### src/rtl/peri_timer_if.sv
// Peripheral bus bundle for peri_timer: register select, write data and
// strobe from the core, read data and interrupt request back to it.
interface peri_timer_if;
    logic [1:0]  addr;
    logic [15:0] wdata;
    logic        we;
    logic [15:0] rdata;
    logic        irq;

    modport master (
        output addr,
        output wdata,
        output we,
        input  rdata,
        input  irq
    );

    modport slave (
        input  addr,
        input  wdata,
        input  we,
        output rdata,
        output irq
    );
endinterface

### src/rtl/peri_timer.sv
// Prescaled 16-bit down-counting timer with one-shot / auto-reload modes,
// a sticky expiry flag and a level interrupt, controlled over a 4-register
// peripheral bus:
//   0 CTRL   [0] EN, [1] IE, [2] AUTO
//   1 PERIOD reload value (writing it also reloads COUNT)
//   2 COUNT  current count, read-only
//   3 STATUS [0] FLAG, write 1 to clear
module peri_timer #(
    parameter int PRESCALE = 50000
) (
    input  logic        CLOCK_50,
    input  logic        reset_bar,
    peri_timer_if.slave bus
);

    localparam logic [15:0] PS_LAST = 16'(PRESCALE - 1);

    logic        en_q, en_d;
    logic        ie_q, ie_d;
    logic        auto_q, auto_d;
    logic        flag_q, flag_d;
    logic [15:0] period_q, period_d;
    logic [15:0] count_q, count_d;
    logic [15:0] presc_q, presc_d;

    logic wr_ctrl, wr_period, wr_status;
    logic tick, expire, en_rise, en_stop;

    assign wr_ctrl   = bus.we && (bus.addr == 2'd0);
    assign wr_period = bus.we && (bus.addr == 2'd1);
    assign wr_status = bus.we && (bus.addr == 2'd3);

    assign tick    = en_q && (presc_q == PS_LAST);
    assign expire  = tick && (count_q == 16'd0);
    assign en_rise = wr_ctrl && !en_q && bus.wdata[0];
    // A CTRL write clearing EN freezes COUNT in the same cycle, even on a tick.
    assign en_stop = wr_ctrl && !bus.wdata[0];

    // Next-state logic: bus writes take priority over the tick's COUNT/EN
    // update, while an expiry always sets FLAG.
    always_comb begin
        en_d     = en_q;
        ie_d     = ie_q;
        auto_d   = auto_q;
        period_d = period_q;
        count_d  = count_q;
        presc_d  = presc_q + 16'd1;
        flag_d   = flag_q;

        if (wr_ctrl) begin
            en_d   = bus.wdata[0];
            ie_d   = bus.wdata[1];
            auto_d = bus.wdata[2];
        end else if (expire && !auto_q) begin
            en_d = 1'b0;
        end

        if (wr_period) begin
            period_d = bus.wdata;
        end

        if (wr_period) begin
            count_d = bus.wdata;
        end else if (en_rise) begin
            count_d = period_q;
        end else if (en_stop) begin
            count_d = count_q;
        end else if (tick) begin
            if (count_q != 16'd0) begin
                count_d = count_q - 16'd1;
            end else if (auto_q) begin
                count_d = period_q;
            end
        end

        if (wr_period || en_rise || en_stop || !en_q || tick) begin
            presc_d = 16'd0;
        end

        if (expire) begin
            flag_d = 1'b1;
        end else if (wr_status && bus.wdata[0]) begin
            flag_d = 1'b0;
        end
    end

    // Register update; asynchronous reset leaves the timer disabled and idle.
    always_ff @(posedge CLOCK_50 or negedge reset_bar) begin
        if (!reset_bar) begin
            en_q     <= 1'b0;
            ie_q     <= 1'b0;
            auto_q   <= 1'b0;
            flag_q   <= 1'b0;
            period_q <= 16'd0;
            count_q  <= 16'd0;
            presc_q  <= 16'd0;
        end else begin
            en_q     <= en_d;
            ie_q     <= ie_d;
            auto_q   <= auto_d;
            flag_q   <= flag_d;
            period_q <= period_d;
            count_q  <= count_d;
            presc_q  <= presc_d;
        end
    end

    // Zero-latency read mux straight off the registers.
    always_comb begin
        bus.rdata = 16'd0;
        case (bus.addr)
            2'd0: bus.rdata = {13'd0, auto_q, ie_q, en_q};
            2'd1: bus.rdata = period_q;
            2'd2: bus.rdata = count_q;
            2'd3: bus.rdata = {15'd0, flag_q};
            default: bus.rdata = 16'd0;
        endcase
    end

    assign bus.irq = flag_q & ie_q;

endmodule

### src/flat_wrapper.sv
// flat-port wrapper written by rule: the top's interface ports become plain ports
module peri_timer_flat 
#(
    parameter int PRESCALE = 50000
)
  (CLOCK_50, reset_bar, bus_addr, bus_wdata, bus_we, bus_rdata, bus_irq);
  peri_timer_if bus_i ();
  input  logic CLOCK_50;
  input  logic reset_bar;
  input wire logic [$bits(bus_i.addr)-1:0] bus_addr;
  input wire logic [$bits(bus_i.wdata)-1:0] bus_wdata;
  input wire logic [$bits(bus_i.we)-1:0] bus_we;
  output wire logic [$bits(bus_i.rdata)-1:0] bus_rdata;
  output wire logic [$bits(bus_i.irq)-1:0] bus_irq;
  assign bus_i.addr = bus_addr;
  assign bus_i.wdata = bus_wdata;
  assign bus_i.we = bus_we;
  assign bus_rdata = bus_i.rdata;
  assign bus_irq = bus_i.irq;
  peri_timer #(.PRESCALE(PRESCALE)) u_core (.CLOCK_50(CLOCK_50), .reset_bar(reset_bar), .bus(bus_i));
endmodule
### config.mk
export PLATFORM = sky130hd
export DESIGN_NAME = peri_timer_flat
export DESIGN_NICKNAME = d
export VERILOG_FILES = /design/src/rtl/peri_timer_if.sv /design/src/rtl/peri_timer.sv /design/src/flat_wrapper.sv
export SDC_FILE = /design/constraint.sdc
export NUM_CORES = 1
export LEC_CHECK = 0
export ABC_AREA = 1
export CAP_MARGIN = 30
export CORE_UTILIZATION = 35
export DETAILED_ROUTE_END_ITERATION = 10
export GPL_ROUTABILITY_DRIVEN = 0
export PLACE_DENSITY_LB_ADDON = 0.08
export SYNTH_ARGS = -nofsm -noshare
export SYNTH_HDL_FRONTEND = slang
export SYNTH_SLANG_ARGS = --single-unit
### constraint.sdc
create_clock -name CLOCK_50 -period 1.9 [get_ports CLOCK_50]
set_input_delay 0.475 -clock CLOCK_50 [delete_from_list [all_inputs] [get_ports CLOCK_50]]
set_output_delay 0.475 -clock CLOCK_50 [all_outputs]
set_load 0.01 [all_outputs]
==> results.json <==
{
  "setup_viol": 0,
  "grt_use_total": 0.195,
  "finalNetCount": 604,
  "status": "complete, no violations",
  "start_util": 0.365,
  "syn_area_per_cell_um2": 6.87,
  "worstPathArrival_ns": 1.33,
  "critPathKind": "reg2out",
  "synth-seq-cells": 52,
  "grt_remaining_overflow": 0,
  "cp-start-kind": "flip-flop",
  "drv_cap": 0,
  "cts_tree": "built",
  "drt-vias-per-instance": 4.73,
  "antenna_found_initial": 0,
  "diodes": 0,
  "wl_per_cell_um": 13.2,
  "power_density_nw_per_um2": 1030,
  "cts_buffers": 5,
  "die_w_um": 101,
  "grt_pass1_wl_um": 15500,
  "core-area_um2": 9330,
  "ys_types": 35,
  "finalHoldViolCount": 0,
  "clk_pin_slew_ns": 0.10,
  "drc": 0,
  "rows": 35,
  "syn2layout_area_growth_pct": 28.3,
  "power_leakage_nw": 2.22,
  "layout-drive-gt1-share": 0.213,
  "final_cell_mix": "212 x nand2_1, 52 x dfrtp_1, 43 x inv_1, 43 x buf_4, 36 x nor2_1",
  "io_pins": 38,
  "syn_area_um2": 3410,
  "final-max-slew-violation-count": 0,
  "fillCellCount": 997,
  "multi_input_area_um2": 1910,
  "cts.sinks": 52,
  "vias": 3358,
  "dr.pass1.iters": 4,
  "timing.slew.headroom": 0.721,
  "grt_max_degree": 53,
  "syn_inst": 496,
  "grt_pass1_vias": 3195,
  "htree_levels": 2,
  "period_minus_slack_ns": 1.80,
  "p_total_mw": 4.49,
  "syn_nets": 520,
  "hold-worst-slack_ns": 0.148,
  "endpoint_kind": "primary output",
  "dpl.hpwl_um": 6920,
  "worstPathRequired_ns": 1.42,
  "worstSkewPairLatency_ns": 0.31,
  "holdCritPathClass": "in2async",
  "die_area_um2": 10100,
  "period_share": 0.948,
  "wl_um": 9350,
  "cp_max_fo": 3,
  "yosysWarnings": 0,
  "vdd_ir_drop_max_uv": 369,
  "ff_latch_area_um2": 1300,
  "drtIter0Drc": 128,
  "cts_buffer_depth": 2,
  "yosysSeqAreaShare": 0.382,
  "die_h_um": 101,
  "final_common_cell": "nand2_1",
  "ant_nets": 0,
  "clockRootBuffer": "clkbuf_8",
  "max_slew.worst_pin.slew_ns": 0.416,
  "fmax_mhz": 555,
  "skew_ns": 0.0105,
  "io_buffers": 37
}
-- report_power, final --
part	total, mW	switching (mW)	internal [mW]
Clock	0.668	0.403	0.265
Combinational	2.22	1.33	0.896
Sequential	1.60	0.256	1.34
-- layer usage --
metal | up-vias | track usage | share of wire
li1 | 1739 | - | -
met4 | 0 | 0.0346 | 0.0045
met5 | - | 0 | 0
met1 | 1553 | 0.272 | 0.50
met2 | 62 | 0.322 | 0.45
met3 | 4 | 0.0277 | 0.049
-- cells in the mapped netlist (all sizes together) --
| library cell | number | area, µm² |
|---|---|---|
| a21oi | 7 | 35.0 |
| buf | 7 | 62.6 |
| clkbuf | 4 | 15.0 |
| dfrtp | 52 | 1300 |
| ha | 3 | 37.5 |
| inv | 51 | 194 |
| nand2 | 219 | 865 |
| nand3 | 36 | 233 |
| nand3b | 2 | 27.5 |
| nand4 | 12 | 75.1 |
| nor2 | 54 | 255 |
| nor3 | 6 | 35.0 |
| nor3b | 2 | 15.0 |
| nor4 | 2 | 12.5 |
| o2111ai | 1 | 8.76 |
| o21a | 3 | 22.5 |
| o21ai | 22 | 110 |
| o21bai | 1 | 7.51 |
| o221ai | 2 | 17.5 |
| o22ai | 3 | 18.8 |
| or3 | 1 | 6.26 |
| xnor2 | 2 | 17.5 |
| xor2 | 4 | 35.0 |
-- sequential cells by signal (all words and copies together) (netlist names) --
signal           cells
u_core.count_q      16
u_core.period_q     16
u_core.presc_q      16
u_core.auto_q        1
u_core.en_q          1
u_core.flag_q        1
u_core.ie_q          1
-- area by class of cell --
cell class | count | share of cell area
Clock buffer | 5 | 0.0157
Clock inverter | 3 | 0.00515
Inverter | 51 | 0.0449
Multi-Input combinational cell | 383 | 0.438
Sequential cell | 52 | 0.298
Tap cell | 129 | 0.0369
Timing Repair Buffer | 87 | 0.162
-- worst max-delay path, stage by stage, from the launching register on --
cell             delay (ns)
dfrtp_1                0.38
nand2_1                0.06
inv_1                  0.05
clkdlybuf4s50_1        0.53
-- repair_timing --
item / in CTS / in global routing
setup endpoints to repair: 32 / 31
gates cloned: 0 / 1
setup buffers: 0 / 2
gates resized for setup: 83 / 17
hold buffers: 0 / 0
pin swaps: 0 / 2
-- kinds of logic after synthesis --
family	count (synthesis)	share of synthesized area
and+or+nand+nor	334	0.447
adders and majority gates	3	0.0110
DFF	52	0.382
xor gates and xnor gates	6	0.0154
buffers and inverters	62	0.0797
AOI/OAI and AO/OA	39	0.0646
-- path summary, 6_finish.rpt --
kind | from | endpoint | slack (ns) | cells past startpoint
max reg2reg | u_core.count_q[11] | u_core.count_q[6] | 0.18 | 10
max in group asynchronous | reset_bar | u_core.presc_q[5] | 1.51 | 2
min reg2reg | u_core.count_q[15] | u_core.count_q[15] | 0.52 | 2
min | reset_bar | u_core.ie_q | 0.15 | 2
max | u_core.flag_q | bus_irq | 0.1 | 3
min in group CLOCK_50 | u_core.count_q[15] | u_core.count_q[15] | 0.52 | 2
-- per-stage QoR --
step / std cells / TNS, ns / utilization / setup WS (ns) / instance area, µm²
2_1_floorplan: 496 / 0 / - / 0.261 / 3410
4_1_cts: 707 / 0 / 0.462 / 0.00578 / 4310
3_5_place_dp: 699 / -24.15 / 0.456 / -0.790 / 4250
5_1_grt: 710 / -0.0224 / 0.469 / -0.0176 / 4370
3_3_place_gp: 699 / -23.38 / 0.456 / -0.765 / 4250
6_report: 710 / 0 / 0.469 / 0.0988 / 4370
No activity file was read; power rests on OpenSTA's default activity.
